`src/rtl/demux_stream_pkg.sv`:
```
// Shared constants for the demux_stream_router codebase slice.
// Optional build macro: DEMUX_STREAM_CNT_EN (per-channel delivery counters).
package demux_stream_pkg;

    // Default geometry of the router
    localparam int WIDTH_DEF    = 8;
    localparam int CHANNELS_DEF = 4;
    localparam int SEL_W_DEF    = 2;

    // Width of each per-channel delivery counter
    localparam int CNT_W = 16;

    // Routing mode encodings for rr_mode
    localparam logic RR_MODE_ADDR = 1'b0;
    localparam logic RR_MODE_RR   = 1'b1;

endpackage

```
`src/rtl/demux_out_slot.sv`:
```
// One-entry output slot: holds a data word and a full flag.
// A load in the same cycle as a drain keeps the slot full with the new word,
// so a channel can sustain one word per cycle.
// Optional build macro: DEMUX_STREAM_CNT_EN adds a wrapping delivery counter.
module demux_out_slot
    import demux_stream_pkg::*;
#(
    parameter int WIDTH = WIDTH_DEF
) (
    input  logic             clk,
    input  logic             rst,
    input  logic             load_i,
    input  logic             drain_i,
    input  logic [WIDTH-1:0] data_i,
    output logic             valid_o,
    output logic [WIDTH-1:0] data_o
`ifdef DEMUX_STREAM_CNT_EN
    ,
    output logic [CNT_W-1:0] cnt_o
`endif
);

    logic             valid_q;
    logic             valid_d;
    logic [WIDTH-1:0] data_q;
    logic [WIDTH-1:0] data_d;
    logic             deliver_s;

    // A delivery only happens when the slot actually holds a word
    assign deliver_s = drain_i & valid_q;

    // Next-state for the full flag and the held word
    always_comb begin
        valid_d = valid_q;
        data_d  = data_q;
        if (load_i) begin
            valid_d = 1'b1;
            data_d  = data_i;
        end else if (deliver_s) begin
            valid_d = 1'b0;
        end else begin
            valid_d = valid_q;
        end
    end

    // Slot registers with synchronous clear
    always_ff @(posedge clk) begin
        if (rst) begin
            valid_q <= 1'b0;
            data_q  <= {WIDTH{1'b0}};
        end else begin
            valid_q <= valid_d;
            data_q  <= data_d;
        end
    end

    assign valid_o = valid_q;
    assign data_o  = data_q;

`ifdef DEMUX_STREAM_CNT_EN
    logic [CNT_W-1:0] cnt_q;
    logic [CNT_W-1:0] cnt_d;

    // Delivered-word counter, wraps naturally at 2**CNT_W
    always_comb begin
        if (deliver_s) begin
            cnt_d = cnt_q + CNT_W'(1);
        end else begin
            cnt_d = cnt_q;
        end
    end

    // Counter register with synchronous clear
    always_ff @(posedge clk) begin
        if (rst) begin
            cnt_q <= {CNT_W{1'b0}};
        end else begin
            cnt_q <= cnt_d;
        end
    end

    assign cnt_o = cnt_q;
`endif

endmodule

```
`src/rtl/demux_stream_router.sv`:
```
// Registered 1-to-CHANNELS stream demultiplexer with addressed and
// round-robin routing. Each channel owns a one-entry output slot.
// An out-of-range addressed select is accepted, dropped and flagged on bad_sel.
// Optional build macro: DEMUX_STREAM_CNT_EN adds cnt_out (per-channel counters).
module demux_stream_router
    import demux_stream_pkg::*;
#(
    parameter int WIDTH    = WIDTH_DEF,
    parameter int CHANNELS = CHANNELS_DEF,
    parameter int SEL_W    = SEL_W_DEF
) (
    input  logic                      clk,
    input  logic                      rst,
    input  logic                      in_valid,
    output logic                      in_ready,
    input  logic [WIDTH-1:0]          in_data,
    input  logic [SEL_W-1:0]          in_sel,
    input  logic                      rr_mode,
    output logic [CHANNELS-1:0]       out_valid,
    input  logic [CHANNELS-1:0]       out_ready,
    output logic [CHANNELS*WIDTH-1:0] out_data,
    output logic                      bad_sel,
    output logic [SEL_W-1:0]          rr_ptr_o
`ifdef DEMUX_STREAM_CNT_EN
    ,
    output logic [CHANNELS*CNT_W-1:0] cnt_out
`endif
);

    localparam logic [SEL_W-1:0] PTR_LAST = SEL_W'(CHANNELS - 1);
    localparam logic [SEL_W:0]   CH_LIMIT = (SEL_W + 1)'(CHANNELS);

    logic [SEL_W-1:0]    rr_ptr_q;
    logic [SEL_W-1:0]    rr_ptr_d;
    logic                bad_sel_q;
    logic                bad_sel_d;
    logic [SEL_W-1:0]    tgt_s;
    logic                tgt_ok_s;
    logic                sel_full_s;
    logic                sel_ready_s;
    logic                accept_s;
    logic [CHANNELS-1:0] load_s;
    logic [CHANNELS-1:0] drain_s;

    assign tgt_s    = (rr_mode == RR_MODE_RR) ? rr_ptr_q : in_sel;
    assign tgt_ok_s = ({1'b0, tgt_s} < CH_LIMIT);

    // Look up full/ready of the targeted slot without indexing past CHANNELS
    always_comb begin
        sel_full_s  = 1'b0;
        sel_ready_s = 1'b0;
        for (int i = 0; i < CHANNELS; i++) begin
            sel_full_s  = sel_full_s  | (out_valid[i] & (tgt_s == SEL_W'(i)));
            sel_ready_s = sel_ready_s | (out_ready[i] & (tgt_s == SEL_W'(i)));
        end
    end

    // Input is stalled only by a full, non-draining target slot
    assign in_ready = ~tgt_ok_s | ~sel_full_s | sel_ready_s;
    assign accept_s = in_valid & in_ready;
    assign drain_s  = out_valid & out_ready;

    // One-hot load decode for the accepted word
    always_comb begin
        load_s = {CHANNELS{1'b0}};
        for (int i = 0; i < CHANNELS; i++) begin
            load_s[i] = accept_s & tgt_ok_s & (tgt_s == SEL_W'(i));
        end
    end

    // Round-robin pointer advance with wrap, and out-of-range flag
    always_comb begin
        if (accept_s && (rr_mode == RR_MODE_RR)) begin
            if (rr_ptr_q == PTR_LAST) begin
                rr_ptr_d = {SEL_W{1'b0}};
            end else begin
                rr_ptr_d = rr_ptr_q + SEL_W'(1);
            end
        end else begin
            rr_ptr_d = rr_ptr_q;
        end
        bad_sel_d = accept_s & ~tgt_ok_s & (rr_mode == RR_MODE_ADDR);
    end

    // Pointer and bad_sel registers with synchronous clear
    always_ff @(posedge clk) begin
        if (rst) begin
            rr_ptr_q  <= {SEL_W{1'b0}};
            bad_sel_q <= 1'b0;
        end else begin
            rr_ptr_q  <= rr_ptr_d;
            bad_sel_q <= bad_sel_d;
        end
    end

    assign rr_ptr_o = rr_ptr_q;
    assign bad_sel  = bad_sel_q;

    for (genvar g = 0; g < CHANNELS; g++) begin : g_slot
        demux_out_slot #(
            .WIDTH (WIDTH)
        ) u_slot (
            .clk     (clk),
            .rst     (rst),
            .load_i  (load_s[g]),
            .drain_i (drain_s[g]),
            .data_i  (in_data),
            .valid_o (out_valid[g]),
            .data_o  (out_data[g*WIDTH +: WIDTH])
`ifdef DEMUX_STREAM_CNT_EN
            ,
            .cnt_o   (cnt_out[g*CNT_W +: CNT_W])
`endif
        );
    end

endmodule
```
`config.mk`:
```
export PLATFORM = sky130hd
export DESIGN_NAME = demux_stream_router
export DESIGN_NICKNAME = d
export VERILOG_FILES = /design/src/rtl/demux_stream_pkg.sv /design/src/rtl/demux_out_slot.sv /design/src/rtl/demux_stream_router.sv
export SDC_FILE = /design/constraint.sdc
export NUM_CORES = 1
export LEC_CHECK = 0
export CORE_MARGIN = 2
export CORE_UTILIZATION = 46
export DETAILED_ROUTE_END_ITERATION = 8
export PLACE_DENSITY = 0.81
export SKIP_CTS_REPAIR_TIMING = 1
export SLEW_MARGIN = 25
export SYNTH_ARGS = -nofsm -noshare
export SYNTH_HDL_FRONTEND = slang
export SYNTH_SLANG_ARGS = --single-unit
```
`constraint.sdc`:
```
create_clock -name clk -period 4.3 [get_ports clk]
set_clock_uncertainty 0.1 [all_clocks]
set_input_delay 0.645 -clock clk [delete_from_list [all_inputs] [get_ports clk]]
set_output_delay 0.645 -clock clk [all_outputs]
set_load 0.02 [all_outputs]
```
==> summary.txt <==
Fmax -> 292.9 MHz
setup repair after global routing missed its margin -> false
portion of the post-synthesis area used by sequential elements -> 0.5017
clock tree from TritonCTS -> yes
Core Rows -> 20
capturing element of the worst setup path -> in_ready
Worst Hold Class -> register to register
count of final hold-check violations -> 0
area enclosed by the die boundary -> 3772 µm²
leakage -> 0.0009942 µW
instance count on the critical path -> 5
worst setup path startpoint -> rr_mode
number of clock sinks -> 38
number of enable flip-flop cells after synthesis -> 0
post-synthesis net count -> 166
Routed WL -> 3406 µm
cts bufs inserted -> 5
maximum net fanout on the critical path -> 6
Slew Viols, Final -> 0
remaining max-slew budget at the tightest pin -> 0.5175
die boundary width -> 61.42 µm
status -> complete, no violations
sequential group share of total power -> 0.544
H-tree depth -> 2
starting DRC count in detailed routing -> 55
number of filler instances in the final layout -> 263
Boundary Pins -> 58
proportion of synthesized flip-flops having asynchronous set or reset -> 0
Worst-Skew Late Latency -> 0.33 ns
pin count of the biggest net entering global routing -> 24
number of nets in the final layout -> 217
largest voltage drop on the vdd net -> 0.2501 mV
combinational fraction of design power -> 0.180
detailed-route via count -> 1201
grt total ovfl -> 0
Synth-to-Final Area Change -> 40.18%
vias per cell -> 4.942
power density of the placed cells -> 324.4 nW/µm²
count of endpoints failing setup in the final report -> 0
leading cell types by total area after synthesis -> sky130_fd_sc_hd__dfxtp_1 50%, sky130_fd_sc_hd__mux2i_1 24%, sky130_fd_sc_hd__nor2_1 8.4%
Arrival @ worst endpoint -> 2.67 ns
worst slew pin tran -> 0.7216 ns
starting density of the core -> 0.4887
portion of synthesized cell area occupied by the leading cell type -> 0.5017
kind of cell with the highest combined delay on the critical path -> buffers and inverters
number of buffers on the longest clock path -> 2
Netlist cell types -> 24
portion of the clock cycle consumed by the worst path in the final layout -> 0.7941
Antenna diodes -> 0
Critical Path Slowest Stage Cell -> sky130_fd_sc_hd__clkdlybuf4s50_1
Critical Setup Path Class -> input port to output pin
series of cell instances along the critical path -> clkdlybuf4s50_1 -> mux2i_2 -> mux2i_1 -> mux2i_1 -> clkdlybuf4s50_1
post-layout minimum cycle time -> 3.415 ns
warning count from the yosys run -> 0
total global-route track usage -> 0.1984
number of cells on the worst reg-to-reg path -> 4
Die Y-Extent -> 61.42 µm
Worst-path clk slew -> 0.10 ns
wire length of the first global-routing pass -> 5416 µm
flop-to-flop setup slack -> 2.28 ns
critical path buffer and inverter count -> 2
utilization of the core after routing -> 0.6851
gpl congestion -> 0.8213
most instantiated cells after synthesis -> 38 x sky130_fd_sc_hd__dfxtp_1, 36 x sky130_fd_sc_hd__mux2i_1, 34 x sky130_fd_sc_hd__nor2_1
sum of negative setup slack -> 0 ns
Root Buffer -> sky130_fd_sc_hd__clkbuf_4
clock network fraction of total power -> 0.276
fraction of final layout cells sized beyond drive strength 1 -> 0.06533
internal portion of total power -> 508.1 µW
number of design rule violations left after detail routing -> 0
dominant cell type by area after synthesis -> sky130_fd_sc_hd__dfxtp_1
endpoint class of the critical path -> output pin
post-route ant nets -> 0
number of max-cap violations -> 0
number of optimization iterations in the first detailed-route pass -> 2
most frequently used cell type in the post-synthesis netlist -> sky130_fd_sc_hd__dfxtp_1
delay of the slowest cell on the worst path -> 0.60 ns
category of the worst setup path launch point -> input port
area of the mapped netlist -> 1516 µm²
number of antenna violations at the first check in global routing -> 0
via count of the first global-routing pass -> 1216
switching power -> 181.5 µW
endpoint of the lowest-slack register-to-register path -> g_slot[2].u_slot.data_o[7]
worst path required time -> 3.56 ns
detailed placer's ending HPWL -> 2496 µm
#FFs+latches synth -> 38
count of buffers from port buffering -> 56
per-cell routed wire length -> 14.02 µm
CORE AREA -> 3103 µm²
Sw Share -> 0.2632
number of instances in the synthesized netlist -> 147
launching point of the worst reg2reg path -> rr_ptr_o[0]
Main synth FF type -> sky130_fd_sc_hd__dfxtp_1
synthesized area divided by synthesized cell count -> 10.32 µm²
==> logic make-up (layout without fill, tap and decap cells) <==
logic type	Yosys count	count (layout)	share of synthesized area
flops	38	38	0.5017
other cells	1	1	0.002473
fa+ha+maj	1	1	0.008250
simple gates	48	48	0.1460
mux	39	39	0.2616
buf+inv	13	65	0.05115
compound gates	7	7	0.02888
==> cells in the final DEF (no fill, tap or decap) <==
cell type                          n
sky130_fd_sc_hd__nand4b_1          2
sky130_fd_sc_hd__nand4_1           2
sky130_fd_sc_hd__mux2i_2           1
sky130_fd_sc_hd__clkdlybuf4s50_1  56
sky130_fd_sc_hd__nor2_1           34
sky130_fd_sc_hd__nand2_1           2
sky130_fd_sc_hd__or2b_2            1
sky130_fd_sc_hd__o22ai_1           1
sky130_fd_sc_hd__or2b_1            2
sky130_fd_sc_hd__o311a_1           1
sky130_fd_sc_hd__nand2b_1          2
sky130_fd_sc_hd__clkinv_2          1
sky130_fd_sc_hd__o21bai_1          1
sky130_fd_sc_hd__clkbuf_4          5
sky130_fd_sc_hd__mux2_1            1
sky130_fd_sc_hd__buf_4             1
sky130_fd_sc_hd__mux2_2            1
sky130_fd_sc_hd__and2b_1           1
sky130_fd_sc_hd__a21oi_1           4
sky130_fd_sc_hd__nor3_1            1
sky130_fd_sc_hd__conb_1            1
sky130_fd_sc_hd__clkinvlp_4        1
sky130_fd_sc_hd__mux2i_1          36
sky130_fd_sc_hd__and2_2            1
sky130_fd_sc_hd__dfxtp_1          38
sky130_fd_sc_hd__ha_1              1
sky130_fd_sc_hd__clkbuf_8          1
==> area by class of cell <==
class / instances / area, µm² / share of cell area
clock buffers: 6 / 51.30 / 0.02413
clock inverters: 2 / 12.51 / 0.005886
multi-input cells: 96 / 678.2 / 0.3190
flip-flops and latches: 38 / 760.7 / 0.3579
well taps: 44 / 55.05 / 0.02590
repair buffers: 57 / 568.0 / 0.2672
==> power groups by stage <==
stage	Sequential [µW]	Clock, µW	Combinational (µW)
2_1_floorplan	398	0	54.2
3_3_place_gp	382	0	121
3_5_place_dp	383	0	124
4_1_cts	375	198	125
5_1_grt	377	214	133
6_report	375	191	124
==> layer usage <==
layer,vias up,part of all wire,wire length (µm),GRT usage
met4,0,0.0082,28,0.05775
met1,560,0.43,1459,0.2276
li1,597,-,-,-
met5,-,0,0,0
met2,40,0.50,1690,0.3404
met3,4,0.067,227,0.08193
==> worst register-to-register path: stages (launching register included) <==
cell and delay, ns:
sky130_fd_sc_hd__dfxtp_1 0.37, sky130_fd_sc_hd__mux2i_2 0.34, sky130_fd_sc_hd__nand4_1 0.66, sky130_fd_sc_hd__mux2i_1 0.37
sky130_fd_sc_hd__nor2_1 0.06
==> sequential cells by signal (all words and copies together) (netlist names) <==
register               flops
rr_ptr_o                   2
g_slot.u_slot.valid_o      4
g_slot.u_slot.data_o      32
==> per-stage QoR <==
| stage | std cells | setup slack [ns] | total power (µW) | hold WS [ns] | instance area [µm²] |
|---|---|---|---|---|---|
| detailed placement | 235 | 0.9126 | 507.4 | 0.3836 | 2062 |
| global route | 243 | 0.7680 | 724.2 | 0.4351 | 2126 |
| global placement | 235 | 0.9993 | 503.8 | 0.3772 | 2062 |
| CTS | 243 | 0.9141 | 697.9 | 0.4100 | 2126 |
| floorplan | 147 | 2.053 | 451.9 | 0.3940 | 1516 |
| finish | 243 | 0.8853 | 689.6 | 0.4048 | 2126 |
==> worst min-delay path by stage <==
stage                                     startpoint                         end  slack (ns)  cells past startpoint
after global routing      g_slot[2].u_slot.data_o[3]  g_slot[2].u_slot.data_o[3]        0.44                      2
after global placement    g_slot[0].u_slot.data_o[2]  g_slot[0].u_slot.data_o[2]        0.38                      2
after floorplan             g_slot[1].u_slot.valid_o    g_slot[1].u_slot.valid_o        0.39                      2
after CTS                 g_slot[2].u_slot.data_o[3]  g_slot[2].u_slot.data_o[3]        0.41                      2
after detailed placement  g_slot[2].u_slot.data_o[3]  g_slot[2].u_slot.data_o[3]        0.38                      2
final                     g_slot[2].u_slot.data_o[3]  g_slot[2].u_slot.data_o[3]        0.40                      2
No activity file was read; power rests on OpenSTA's default activity.
